===== config.mk =====
export PLATFORM = sky130hd
export DESIGN_NAME = writeback_unit_mp_flat
export DESIGN_NICKNAME = d
export VERILOG_FILES = /design/src/rtl/wb_pkg.sv /design/src/rtl/writeback_unit_mp_if.sv /design/src/rtl/wb_pend_counter.sv /design/src/rtl/writeback_unit_mp.sv /design/src/flat_wrapper.sv
export SDC_FILE = /design/constraint.sdc
export NUM_CORES = 1
export LEC_CHECK = 0
export CORE_ASPECT_RATIO = 2
export CORE_MARGIN = 2
export CORE_UTILIZATION = 40
export CTS_BUF_LIST = sky130_fd_sc_hd__clkbuf_8
export DETAILED_ROUTE_END_ITERATION = 6
export SLEW_MARGIN = 20
export SYNTH_ARGS = -nofsm -noshare
export SYNTH_HDL_FRONTEND = slang
export SYNTH_SLANG_ARGS = --single-unit

===== constraint.sdc =====
create_clock -name clk -period 15.9 [get_ports clk]
set_clock_uncertainty 0.2 [all_clocks]
set_input_delay 4.77 -clock clk [delete_from_list [all_inputs] [get_ports clk]]
set_output_delay 4.77 -clock clk [all_outputs]
set_load 0.05 [all_outputs]

===== src/rtl/wb_pkg.sv =====
// Shared defaults and helpers for the multi-lane writeback unit.
// Register-address width is derived here so every file sizes fields the same way.
package wb_pkg;

  localparam int DEF_DATA_W = 16;
  localparam int DEF_NREG   = 8;
  localparam int DEF_LANES  = 2;
  localparam int DEF_RPORTS = 4;
  localparam int DEF_CNT_W  = 2;

  typedef enum logic [0:0] {
    SRC_ALU  = 1'b0,
    SRC_LOAD = 1'b1
  } wb_src_e;

  // Minimum of one bit so single-entry selects still produce a legal vector.
  function automatic int ra_width(input int n);
    if (n <= 2) return 1;
    return $clog2(n);
  endfunction

endpackage


===== src/rtl/writeback_unit_mp_if.sv =====
// Writeback, issue and register-read bundle of the writeback unit.
// The master side drives requests and addresses; the slave side returns data and status.
interface writeback_unit_mp_if #(
  parameter int DATA_W = wb_pkg::DEF_DATA_W,
  parameter int NREG   = wb_pkg::DEF_NREG,
  parameter int LANES  = wb_pkg::DEF_LANES,
  parameter int RPORTS = wb_pkg::DEF_RPORTS
);
  localparam int RA_W = wb_pkg::ra_width(NREG);

  logic [LANES-1:0]         wb_valid;
  logic [LANES-1:0]         wb_isld;
  logic [LANES*RA_W-1:0]    wb_rd;
  logic [LANES*DATA_W-1:0]  wb_ldresult;
  logic [LANES*DATA_W-1:0]  wb_aluresult;
  logic [LANES*DATA_W-1:0]  wb_result;
  logic [LANES-1:0]         iss_valid;
  logic [LANES*RA_W-1:0]    iss_rd;
  logic                     iss_ready;
  logic [RPORTS*RA_W-1:0]   rd_addr;
  logic [RPORTS*DATA_W-1:0] rd_data;
  logic [RPORTS-1:0]        rd_busy;

  modport master (
    output wb_valid, wb_isld, wb_rd, wb_ldresult, wb_aluresult,
    output iss_valid, iss_rd, rd_addr,
    input  wb_result, iss_ready, rd_data, rd_busy
  );

  modport slave (
    input  wb_valid, wb_isld, wb_rd, wb_ldresult, wb_aluresult,
    input  iss_valid, iss_rd, rd_addr,
    output wb_result, iss_ready, rd_data, rd_busy
  );

endinterface


===== src/rtl/wb_pend_counter.sv =====
// Pending-write counter for one architectural register.
// Issues add, writebacks subtract; the result floors at zero instead of wrapping.
module wb_pend_counter #(
  parameter int CNT_W = 2,
  parameter int CW    = 2
) (
  input  logic          clk,
  input  logic          rst,
  input  logic [CW-1:0] i_inc,
  input  logic [CW-1:0] i_dec,
  input  logic          i_accept,
  output logic          o_ovf,
  output logic          o_busy
);
  localparam int SW = ((CNT_W > CW) ? CNT_W : CW) + 1;
  localparam logic [SW-1:0] MAXV = SW'((1 << CNT_W) - 1);

  logic [CNT_W-1:0] r_pend;
  logic [SW-1:0]    w_sum;
  logic [SW-1:0]    w_after_wb;
  logic [SW-1:0]    w_after_all;
  logic [CNT_W-1:0] w_next;

  // Issues are summed before subtracting so a same-cycle issue/writeback nets out.
  always_comb begin
    w_after_wb  = (SW'(r_pend) > SW'(i_dec)) ? (SW'(r_pend) - SW'(i_dec)) : '0;
    w_sum       = SW'(r_pend) + SW'(i_inc);
    w_after_all = (w_sum > SW'(i_dec)) ? (w_sum - SW'(i_dec)) : '0;
    o_ovf       = (w_after_all > MAXV);
    o_busy      = (w_after_wb != '0);
    w_next      = i_accept ? w_after_all[CNT_W-1:0] : w_after_wb[CNT_W-1:0];
  end

  always_ff @(posedge clk or posedge rst) begin
    if (rst) begin
      r_pend <= '0;
    end else begin
      r_pend <= w_next;
    end
  end

endmodule


===== src/rtl/writeback_unit_mp.sv =====
// Multi-lane writeback unit: result select, register file with same-cycle read
// bypass, and a per-register pending-write scoreboard that gates issue groups.
module writeback_unit_mp
  import wb_pkg::*;
#(
  parameter int DATA_W  = DEF_DATA_W,
  parameter int NREG    = DEF_NREG,
  parameter int LANES   = DEF_LANES,
  parameter int RPORTS  = DEF_RPORTS,
  parameter int CNT_W   = DEF_CNT_W,
  parameter int R0_ZERO = 1
) (
  input logic clk,
  input logic rst,
  writeback_unit_mp_if.slave bus
);
  localparam int RA_W = ra_width(NREG);
  localparam int CW   = ra_width(LANES + 1);

  logic [DATA_W-1:0] w_res     [LANES];
  logic [DATA_W-1:0] w_regs    [NREG];
  logic [DATA_W-1:0] w_wr_data [NREG];
  logic [NREG-1:0]   w_wr_en;
  logic [NREG-1:0]   w_ovf;
  logic [NREG-1:0]   w_busy;
  logic              w_accept;

  generate
    for (genvar gi = 0; gi < LANES; gi++) begin : g_lane
      assign w_res[gi] = (wb_src_e'(bus.wb_isld[gi]) == SRC_LOAD)
                       ? bus.wb_ldresult[gi*DATA_W +: DATA_W]
                       : bus.wb_aluresult[gi*DATA_W +: DATA_W];
      assign bus.wb_result[gi*DATA_W +: DATA_W] = w_res[gi];
    end

    for (genvar gi = 0; gi < NREG; gi++) begin : g_reg
      localparam bit HARD_ZERO = (R0_ZERO != 0) && (gi == 0);
      logic [CW-1:0]     w_iss_cnt;
      logic [CW-1:0]     w_wb_cnt;
      logic              w_hit;
      logic [DATA_W-1:0] w_data;
      logic [DATA_W-1:0] r_data;

      // Lanes scanned in ascending order so the highest matching lane supplies the data.
      always_comb begin
        w_iss_cnt = '0;
        w_wb_cnt  = '0;
        w_hit     = 1'b0;
        w_data    = '0;
        if (!HARD_ZERO) begin
          for (int l = 0; l < LANES; l++) begin
            if (bus.iss_valid[l] && (bus.iss_rd[l*RA_W +: RA_W] == RA_W'(gi))) begin
              w_iss_cnt = w_iss_cnt + CW'(1);
            end
            if (bus.wb_valid[l] && (bus.wb_rd[l*RA_W +: RA_W] == RA_W'(gi))) begin
              w_wb_cnt = w_wb_cnt + CW'(1);
              w_hit    = 1'b1;
              w_data   = w_res[l];
            end
          end
        end
      end

      always_ff @(posedge clk or posedge rst) begin
        if (rst) begin
          r_data <= '0;
        end else if (w_hit) begin
          r_data <= w_data;
        end
      end

      assign w_regs[gi]    = r_data;
      assign w_wr_en[gi]   = w_hit;
      assign w_wr_data[gi] = w_data;

      wb_pend_counter #(
        .CNT_W (CNT_W),
        .CW    (CW)
      ) u_pend (
        .clk      (clk),
        .rst      (rst),
        .i_inc    (w_iss_cnt),
        .i_dec    (w_wb_cnt),
        .i_accept (w_accept),
        .o_ovf    (w_ovf[gi]),
        .o_busy   (w_busy[gi])
      );
    end

    // Read ports see this cycle's writeback data before it lands in the array.
    for (genvar gi = 0; gi < RPORTS; gi++) begin : g_rport
      logic [RA_W-1:0] w_addr;
      assign w_addr = bus.rd_addr[gi*RA_W +: RA_W];
      assign bus.rd_data[gi*DATA_W +: DATA_W] =
        rst ? '0 : (w_wr_en[w_addr] ? w_wr_data[w_addr] : w_regs[w_addr]);
      assign bus.rd_busy[gi] = !rst && w_busy[w_addr];
    end
  endgenerate

  assign w_accept      = !rst && (w_ovf == '0);
  assign bus.iss_ready = w_accept;

endmodule


===== src/flat_wrapper.sv =====
// flat-port wrapper written by rule: the top's interface ports become plain ports
module writeback_unit_mp_flat import wb_pkg::*;
#(
  parameter int DATA_W  = DEF_DATA_W,
  parameter int NREG    = DEF_NREG,
  parameter int LANES   = DEF_LANES,
  parameter int RPORTS  = DEF_RPORTS,
  parameter int CNT_W   = DEF_CNT_W,
  parameter int R0_ZERO = 1
)
  (clk, rst, bus_wb_valid, bus_wb_isld, bus_wb_rd, bus_wb_ldresult, bus_wb_aluresult, bus_iss_valid, bus_iss_rd, bus_rd_addr, bus_wb_result, bus_iss_ready, bus_rd_data, bus_rd_busy);
  writeback_unit_mp_if #(.DATA_W(DATA_W), .NREG(NREG), .LANES(LANES), .RPORTS(RPORTS)) bus_i ();
  input logic clk;
  input logic rst;
  input wire logic [$bits(bus_i.wb_valid)-1:0] bus_wb_valid;
  input wire logic [$bits(bus_i.wb_isld)-1:0] bus_wb_isld;
  input wire logic [$bits(bus_i.wb_rd)-1:0] bus_wb_rd;
  input wire logic [$bits(bus_i.wb_ldresult)-1:0] bus_wb_ldresult;
  input wire logic [$bits(bus_i.wb_aluresult)-1:0] bus_wb_aluresult;
  input wire logic [$bits(bus_i.iss_valid)-1:0] bus_iss_valid;
  input wire logic [$bits(bus_i.iss_rd)-1:0] bus_iss_rd;
  input wire logic [$bits(bus_i.rd_addr)-1:0] bus_rd_addr;
  output wire logic [$bits(bus_i.wb_result)-1:0] bus_wb_result;
  output wire logic [$bits(bus_i.iss_ready)-1:0] bus_iss_ready;
  output wire logic [$bits(bus_i.rd_data)-1:0] bus_rd_data;
  output wire logic [$bits(bus_i.rd_busy)-1:0] bus_rd_busy;
  assign bus_i.wb_valid = bus_wb_valid;
  assign bus_i.wb_isld = bus_wb_isld;
  assign bus_i.wb_rd = bus_wb_rd;
  assign bus_i.wb_ldresult = bus_wb_ldresult;
  assign bus_i.wb_aluresult = bus_wb_aluresult;
  assign bus_i.iss_valid = bus_iss_valid;
  assign bus_i.iss_rd = bus_iss_rd;
  assign bus_i.rd_addr = bus_rd_addr;
  assign bus_wb_result = bus_i.wb_result;
  assign bus_iss_ready = bus_i.iss_ready;
  assign bus_rd_data = bus_i.rd_data;
  assign bus_rd_busy = bus_i.rd_busy;
  writeback_unit_mp #(.DATA_W(DATA_W), .NREG(NREG), .LANES(LANES), .RPORTS(RPORTS), .CNT_W(CNT_W), .R0_ZERO(R0_ZERO)) u_core (.clk(clk), .rst(rst), .bus(bus_i));
endmodule

==> tab_implementation.tex <==
\begin{tabular}{lr}
\hline
Metric & Value \\
\hline
\multicolumn{2}{l}{\textbf{Yosys}} \\
Adder-Cell Fraction of Synth Area & 6.55\% \\
Most used DFF post-synth & dfrtp\_1 \\
Dominant combinational cell family by area after synthesis & multiplexers \\
Register bit count reported by yosys & 128 \\
EDFF count, synth & 0 \\
Synth Area in Compound Gates & 25.4\% \\
Yosys warning total & 0 \\
Fraction of synthesized area in multiplexers & 27.3\% \\
Post-Synth Simple-Gate Area & 14.4\% \\
Nets in the synthesized netlist & 2,134 \\
Post-synth cell types & 75 \\
Sequential-to-total area share from yosys stat & 18.7\% \\
Synthesized-area fraction occupied by xor and xnor cells & 0\% \\
Syn Area/Cell & 8.72 sq um \\
Instance count of the mapped netlist & 1,961 \\
Async S/R FF share, synth & 100\% \\
Cell area after technology mapping & 17,100 sq um \\
\multicolumn{2}{l}{\textbf{Placed design}} \\
Port bufs & 196 \\
Final weighted congestion of routability-driven global placement & 1.00 \\
Half-perimeter wire length after placement & 65.3 mm \\
Total instance count after detailed placement & 2,592 \\
\multicolumn{2}{l}{\textbf{Worst setup path}} \\
Endpoint class of the critical path & output port \\
CP Launch Type & input pin \\
Cell count of the worst reg-to-reg path & 10 \\
Critical path data required time & 10.93 ns \\
Maximum fanout encountered on the critical timing path & 12 \\
Minimum setup slack among reg-to-reg paths & 12.24 ns \\
Worst Setup Path Type & input pin to output port \\
Arrival time reported for the critical path endpoint & 9.97 ns \\
\multicolumn{2}{l}{\textbf{Timing}} \\
Clock period minus final worst setup slack & 14.94 ns \\
Post-Route Setup TNS & 0 ns \\
Final worst-path cycle share & 93.9\% \\
Number of max-slew violations in the final report & 0 \\
Slew at the pin closest to its max-slew limit & 1.26 ns \\
Setup repair after global routing missed its margin & no \\
Final setup violation count & 0 \\
F\_max & 67.0 MHz \\
Hold violation total from the final report & 0 \\
Max-Slew Margin vs Limit & 15.9\% \\
\multicolumn{2}{l}{\textbf{Outcome}} \\
Violations in the final reports & design-rule violations \\
Outcome & complete, but fails checks \\
\multicolumn{2}{l}{\textbf{Power}} \\
Relative contribution of sequential cells to total power & 26.6\% \\
Static leakage & 0.00819 uW \\
Worst voltage drop across the vdd grid & 0.0000601 V \\
Internal cell power & 833 uW \\
Switching power & 686 uW \\
Net Sw Frac & 45.2\% \\
Clock power frac & 22.5\% \\
Power density cells & 76.2 nW/um\^{}2 \\
Part of the total power dissipated in combinational logic & 50.9\% \\
\multicolumn{2}{l}{\textbf{CTS}} \\
Master cell of the clock root buffer & clkbuf\_8 \\
H-tree depth & 4 \\
Cts-stage hold buffer count & 0 \\
Clock latency reported for the late side of the worst-skew pair & 0.53 ns \\
Quantity of gates resized following cts & 0 \\
CTS tree & built \\
Clock-pin slew on the worst setup and hold paths & 0.10 ns \\
Post CTS Setup Buffer Count & 0 \\
Clk buf depth & 2 \\
Clock Sink Count & 128 \\
CTS Buf Count & 17 \\
\multicolumn{2}{l}{\textbf{Floorplan}} \\
I/O pins & 197 \\
Height of the die & 296 um \\
Initial core utilization & 40.3\% \\
Row Count & 107 \\
Total die area & 44,500 sq um \\
Die extent in x & 150 um \\
Core region area & 42,400 sq um \\
\multicolumn{2}{l}{\textbf{Route}} \\
Antenna-violating nets left & 0 \\
Via Count & 19,900 \\
Wire length on met3 & 11.9 mm \\
Highest routed metal layer & met4 \\
Remaining design rule violation count & 21 \\
DR WL/cell & 37.4 um \\
Number of DRC markers after the initial detailed-route iteration & 2,631 \\
Detailed Route WL & 98.2 mm \\
Met2 Routed Length & 44.1 mm \\
Number of optimization iterations in the first detailed-route pass & 7 \\
M1 wire length & 31.2 mm \\
Average via count per standard cell & 7.59 \\
\multicolumn{2}{l}{\textbf{Global route}} \\
GRT Residual Overflow & 0 \\
Vias in the first global route & 19,800 \\
Pin count of the biggest net entering global routing & 58 \\
Wire length of the first global-routing pass & 137 mm \\
Antenna violations before repair & 1 \\
Total Routing Usage GR & 43.7\% \\
\multicolumn{2}{l}{\textbf{Worst hold path}} \\
Worst Hold Path Cells & 0 \\
Type of the most critical hold path & flop to flop \\
\multicolumn{2}{l}{\textbf{Final layout}} \\
Commonest cells after routing, fill and taps aside & 169 x mux2\_2, 167 x nand2\_1, 156 x nand3\_1, 147 x clkdlybuf4s50\_1, 145 x a21oi\_1 \\
Area of all sequential standard cells & 3200 sq um \\
Leading cell type in the layout, fill and taps excluded & mux2\_2 \\
Multi-input gate area in the final layout & 12,600 sq um \\
Filler cell count in the final layout & 4,112 \\
Post-layout nets & 2,239 \\
Core occupancy in the finished layout & 47.0\% \\
Synth-to-Final Area Change & 16.6\% \\
Post-layout instance count excluding filler cells & 2,626 \\
Fraction of layout instances using a drive strength above 1 & 21.8\% \\
\multicolumn{2}{l}{\textbf{Run}} \\
Max-cap viol count & 0 \\
\hline
\end{tabular}
[power by group through the flow]
stage	Combinational, uW	Clock (uW)	Sequential (uW)
after CTS	753	343	402
after detailed placement	748	0	409
after global routing	816	354	409
final	773	341	405
after floorplan	500	0	395
after global placement	735	0	405
[registers in the layout, indices dropped and copies added (netlist names)]
register,flops
u_core.g.u_pend.r_pend,16
u_core.g.r_data,112
[routing by layer]
metal  vias up  GRT usage (%)
li1       7815              -
met1      9562           47.7
met4         0           38.4
met5         -              0
met2      1869           67.8
met3       685           13.7
[kinds of logic (layout without fill, tap and decap cells)]
group,count (synthesis),in the layout
AOI/OAI and AO/OA,611,611
adders and majority gates,77,77
buffers and inverters,309,426
DFF,128,128
muxes,326,326
other,0,3
and+or+nand+nor,510,510
[worst max-delay path: stages]
cell and delay (ns):
clkdlybuf4s50_1 0.63, nand4bb_1 0.53, ha_1 0.84, mux2i_1 0.31
mux4_2 0.36, nand3_1 0.81, o41ai_1 0.78, clkdlybuf4s50_1 0.90
[path summary, 6_finish.rpt]
kind | from | to
setup / recovery | bus_wb_valid[1] | bus_rd_data[53]
hold / removal | u_core.g_reg[0].u_pend.r_pend[0]$_DFF_PP0_ | u_core.g_reg[0].u_pend.r_pend[0]$_DFF_PP0_
setup reg to reg | u_core.g_reg[4].u_pend.r_pend[1]$_DFF_PP0_ | u_core.g_reg[5].u_pend.r_pend[0]$_DFF_PP0_
hold reg to reg | u_core.g_reg[0].u_pend.r_pend[0]$_DFF_PP0_ | u_core.g_reg[0].u_pend.r_pend[0]$_DFF_PP0_
max in group asynchronous | rst | u_core.g_reg[2].r_data[3]$_DFFE_PP0N_
min in group asynchronous | rst | u_core.g_reg[6].u_pend.r_pend[1]$_DFF_PP0_
[cell usage after synthesis (11+ instances only)]
cell type | instances | share of area, %
o211ai_1 | 72 | 3.2
buf_1 | 25 | 0.55
dfrtp_1 | 128 | 19
clkbuf_1 | 77 | 1.7
a211oi_1 | 23 | 1.0
a2bb2oi_1 | 11 | 0.56
a22oi_1 | 48 | 2.1
o32ai_1 | 16 | 0.82
o22ai_1 | 22 | 0.80
nand2_1 | 167 | 3.7
a22o_1 | 27 | 1.4
a21oi_1 | 145 | 4.2
nand4_1 | 13 | 0.48
inv_1 | 111 | 2.4
o221ai_1 | 42 | 2.2
a221oi_1 | 30 | 1.5
o21ai_0 | 59 | 1.7
mux2_2 | 169 | 11
a221o_1 | 13 | 0.76
buf_4 | 12 | 0.53
buf_2 | 72 | 2.1
nand3_1 | 156 | 4.6
nand2b_1 | 14 | 0.51
mux4_2 | 92 | 12
nor2b_1 | 25 | 0.91
mux2i_1 | 58 | 3.4
a2111oi_0 | 17 | 0.87
ha_1 | 56 | 4.1
o2111ai_1 | 12 | 0.61
fa_1 | 21 | 2.5
nor2_1 | 79 | 1.7
a21boi_0 | 24 | 1.1
[per-stage QoR]
step,setup slack [ns],instance area [sq um],power (uW),hold slack [ns]
4_1_cts,1.36,19900,1500,0.188
6_report,0.964,19900,1520,0.179
3_3_place_gp,1.44,19500,1140,0.158
3_5_place_dp,1.37,19500,1160,0.165
2_1_floorplan,0.368,17100,895,0.221
5_1_grt,0.968,19900,1580,0.220
[final cells by class]
cell class                 count  area share, %
antenna                        3         0.0377
clock buffer                  19           1.31
clock inverter                12          0.835
inverter                     120           2.28
multi-input combinational   1524           63.4
sequential                   128           16.1
tap                          545           3.42
timing repair buffer         275           12.6
Note: power is estimated with default switching activity, not from simulation.
==> variant 1, RTL diff (config.mk and constraints unchanged) <==
The package constant `DEF_DATA_W` goes from 16 to 14.
--- a/src/rtl/wb_pkg.sv
+++ b/src/rtl/wb_pkg.sv
@@ -2,7 +2,7 @@
 // Register-address width is derived here so every file sizes fields the same way.
 package wb_pkg;
 
-  localparam int DEF_DATA_W = 16;
+  localparam int DEF_DATA_W = 14;
   localparam int DEF_NREG   = 8;
   localparam int DEF_LANES  = 2;
   localparam int DEF_RPORTS = 4;
Ports: changed (resized bus_rd_data, bus_wb_aluresult, bus_wb_ldresult and bus_wb_result); port bits go from 197 to 177. No check against the original RTL was run, so the function may have changed too.
==> variant 1 against the original RTL <==
The flow still finishes with violations (DRC). Area after synthesis decreased by 14%. Register-to-register slack gained 0.03 ns. Largest cell class unchanged. Final cell count is 12% lower. Power decreased by 13%. Via count fell by 14%. Combinational power fell by 16%. Sequential cell count fell by 14. Routed wire length decreased by 19%. Setup slack better by 0.28 ns. Design area decreased by 12%.
==> variant 1: results <==
{
  "run_status": "finished, violations left",
  "violations": "DRC",
  "cp-startpoint": "bus_wb_rd[2]",
  "r2r_slack_ns": 12.27,
  "rr_startpoint": "u_core.g_reg[6].u_pend.r_pend[0]",
  "layout.nets": 2007,
  "gp_congestion": 1.010,
  "synth-seq-area-share": 0.1930,
  "post_cts_resized": 0,
  "yosysUniqueCellTypes": 62,
  "port_buffers": 176,
  "grt_pass1_wl_um": 113900,
  "yosys-top-cells-count": "nand3_1, nand2_1, mux2_2, o211ai_1, dfrtp_1",
  "via_per_inst": 7.413,
  "leakage_nw": 7.320,
  "critPathSlowestCell": "a22o_1",
  "slew_headroom": 0.1354,
  "synth.most_common_cell": "nand3_1",
  "grt_util_all_layers": 0.4086,
  "drive_above_1_share": 0.2043,
  "antenna_found_initial": 2,
  "largestRegisters": "u_core.g.r_data: 98 flops, u_core.g.u_pend.r_pend: 16 flops",
  "synth_fp_nets": 1903,
  "remaining_drc_errors": 20,
  "grt_max_degree": 71,
  "grt_pass1_vias": 17001,
  "hpwl_um": 53610,
  "peakVddDrop_mv": 0.05658,
  "crit_arrival_ns": 9.69,
  "ys_top_cells_by_area": "dfrtp_1, mux2_2, mux4_2",
  "cts_max_path_buffers": 2,
  "drt_iter0_drc": 3037
}
variant 1: cell count changes in the layout (fill, tap and decap cells not counted), moves of 26 or more:
cell      unedited run  this run
a21oi_1            145        31
a222oi_1             0        38
a22o_1              27         1
buf_4              109        67
mux2i_1             58        28
mux4_2              92        66
nand2_1            167       213
nand3_1            156       219
nand4_1             13        46
nor2_1              79        52
o211ai_1            72       120
o221ai_1            42         0
variant 1: worst paths after layout:
| path | to | depth (start not counted) |
|---|---|---|
| max in group asynchronous | u_core.g_reg[7].r_data[1] | 4 |
| setup reg to reg | u_core.g_reg[3].u_pend.r_pend[0] | 11 |
| setup / recovery | bus_rd_data[26] | 10 |
| min in group asynchronous | u_core.g_reg[1].u_pend.r_pend[0] | 3 |
| hold / removal | u_core.g_reg[0].u_pend.r_pend[1] | 0 |
| hold reg to reg | u_core.g_reg[0].u_pend.r_pend[1] | 0 |
variant 1: final cells by class:
class,count,area (um2)
Inverter,101,381.6
Clock buffer,17,234.0
Sequential cell,114,2853
Timing Repair Buffer,241,2205
Clock inverter,15,167.7
Tap cell,454,568.0
Antenna cell,1,2.502
Multi-Input combinational cell,1367,11040
Fill cell,3601,18960
variant 1: routing by layer:
metal / share of wire / GRT usage / wire, um / vias to the layer above
met3: 0.12 / 0.1138 / 9521 / 574
met2: 0.45 / 0.6341 / 35730 / 1556
met5: 0.000050 / 0 / 4 / -
met1: 0.32 / 0.4477 / 25390 / 8104
met4: 0.12 / 0.3850 / 9284 / 2
li1: - / - / - / 6888
variant 1: where the power goes:
group	internal (mW)	switching, mW
Sequential	0.323	0.0382
Combinational	0.251	0.400
Clock	0.153	0.151
variant 1: worst register-to-register path, delay by kind of cell, from the launching register on:
kind	cells	cell delay, ns
buffers and inverters	3	0.46
flip-flops	1	0.37
AO/OA/AOI/OAI	2	0.58
adder cells (fa/ha/maj)	3	1.06
AND/OR/NAND/NOR	2	0.47
multiplexers	1	0.38
variant 1: cells by family after synthesis:
group,share of synthesized area
buffers and inverters,0.07069
AO/OA/AOI/OAI,0.2024
AND/OR/NAND/NOR,0.2001
adder cells (fa/ha/maj),0.07585
flip-flops,0.1930
multiplexers,0.2580
variant 1: stage by stage:
stage	cell area [um2]	setup WS, ns	instances	hold slack, ns
after floorplan	14780	2.550	1738	0.2211
after global placement	17040	1.523	2277	0.1582
after detailed placement	17040	1.448	2277	0.1599
after CTS	17440	1.445	2309	0.1798
after global routing	17450	1.266	2310	0.1889
final	17450	1.242	2310	0.1784
==> variant 2, RTL diff (config.mk and constraints unchanged) <==
Made on the original files. Reset style: synchronous (`rst`), changed in 2 clocked blocks.
--- a/src/rtl/wb_pend_counter.sv
+++ b/src/rtl/wb_pend_counter.sv
@@ -31,7 +31,7 @@
     w_next      = i_accept ? w_after_all[CNT_W-1:0] : w_after_wb[CNT_W-1:0];
   end
 
-  always_ff @(posedge clk or posedge rst) begin
+  always_ff @(posedge clk) begin
     if (rst) begin
       r_pend <= '0;
     end else begin
--- a/src/rtl/writeback_unit_mp.sv
+++ b/src/rtl/writeback_unit_mp.sv
@@ -61,7 +61,7 @@
         end
       end
 
-      always_ff @(posedge clk or posedge rst) begin
+      always_ff @(posedge clk) begin
         if (rst) begin
           r_data <= '0;
         end else if (w_hit) begin
Check against the original RTL: not settled (the Yosys comparison gave no result); the edit may change what the design does.
==> variant 2 against the original RTL <==
The run still ends with DRC left. Largest cell class unchanged. Design area shrank 6.3%. Critical endpoint is now bus_rd_data[13]. Hold slack gained 0.088 ns. Area after synthesis shrank 6.2%. Die area shrank 6.1%. First-iteration DRC count grew 0.27%. Sequential cell count is the same. Core utilization grew 0.23 points. Synthesized cell count grew 6.3%. Routed wire length shrank 16%. Setup slack gained 0.44 ns.
Power is not compared: it rests on default switching activity, and its combinational part moved more than twofold at a synthesized area within 25%.
==> variant 2: results <==
{
  "run_status": "finished, violations left",
  "violations": "DRC",
  "min_from": "u_core.g_reg[0].u_pend.r_pend[0]",
  "yosysUniqueCellTypes": 84,
  "ff_latch_area_mm2": 0.002562,
  "rr_startpoint": "u_core.g_reg[4].u_pend.r_pend[1]",
  "synth_ff_type": "dfxtp_1",
  "async_flop_share": 0,
  "remaining_drc_errors": 14,
  "pwr-share-seq": 0.316,
  "drive_above_1_share": 0.1386,
  "multi_input_area_share": 0.6567,
  "grt_pass1_wl_um": 118300,
  "leakage_nw": 7.045,
  "inverters": 126,
  "num_antenna_cells": 1,
  "place_area_mm2": 0.01826,
  "cp-startpoint": "bus_wb_rd[0]",
  "postRouteWirelength_um": 82730,
  "fin_hold_ws_ns": 0.2673,
  "hold_end": "u_core.g_reg[0].u_pend.r_pend[0]",
  "syn_to_final_growth_pct": 16.40,
  "clkCellAreaFrac": 0.02237,
  "drt_iter0_drc": 2638,
  "crit_arrival_ns": 9.52,
  "fill_cells": 4023,
  "setup_ws_ns": 1.408,
  "synth.area.mux_share": 0.2302,
  "synth-seq-area-share": 0.1597,
  "n_all_buffers": 248,
  "slew_headroom": 0.1772,
  "buffer_area_frac": 0.1228,
  "grt_pass1_vias": 17959,
  "via_count": 18876,
  "reg2reg_depth": 11,
  "synth-compound-area-share": 0.2652,
  "r2r_end": "u_core.g_reg[3].u_pend.r_pend[0]",
  "gp_congestion": 1.003,
  "num-multi-input-gates": 1652,
  "hpwl_um": 61280,
  "cp-endpoint": "bus_rd_data[13]",
  "grt_max_degree": 79,
  "ys_top_cells_by_area": "dfxtp_1, mux2i_1, mux4_2",
  "grt_util_all_layers": 0.3812,
  "synth-adder-area-share": 0.06986,
  "crit_fanout": 18,
  "slowest_delay_ns": 0.87,
  "antenna_found_initial": 2,
  "numCtsBuffers": 17,
  "netlist_instances": 2084
}
## variant 2: cell types whose count changed in the layout (fill, tap and decap cells not counted), moves of 87 or more
| cell | before | now |
|---|---|---|
| dfrtp_1 | 128 | 0 |
| mux2_2 | 169 | 58 |
| dfxtp_1 | 0 | 128 |
| o22ai_1 | 22 | 130 |
| nor2_1 | 79 | 264 |
| nand3_1 | 156 | 26 |
| mux2i_1 | 58 | 145 |
## variant 2: routing by layer
metal,global-route usage,vias up,part of all wire
met2,0.6297,1575,0.46
met3,0.08159,488,0.10
met4,0.3213,2,0.10
met1,0.4168,8861,0.33
li1,-,7950,-
met5,0,-,0.00012
## variant 2: worst register-to-register path: stages (launching register included)
cell	delay [ns]
dfxtp_1	0.40
inv_1	0.09
fa_1	0.54
inv_1	0.08
ha_1	0.31
nor2b_1	0.15
o2111ai_1	0.34
o2111ai_1	0.42
nor4b_4	0.37
buf_4	0.36
mux2i_1	0.27
nor2_1	0.06
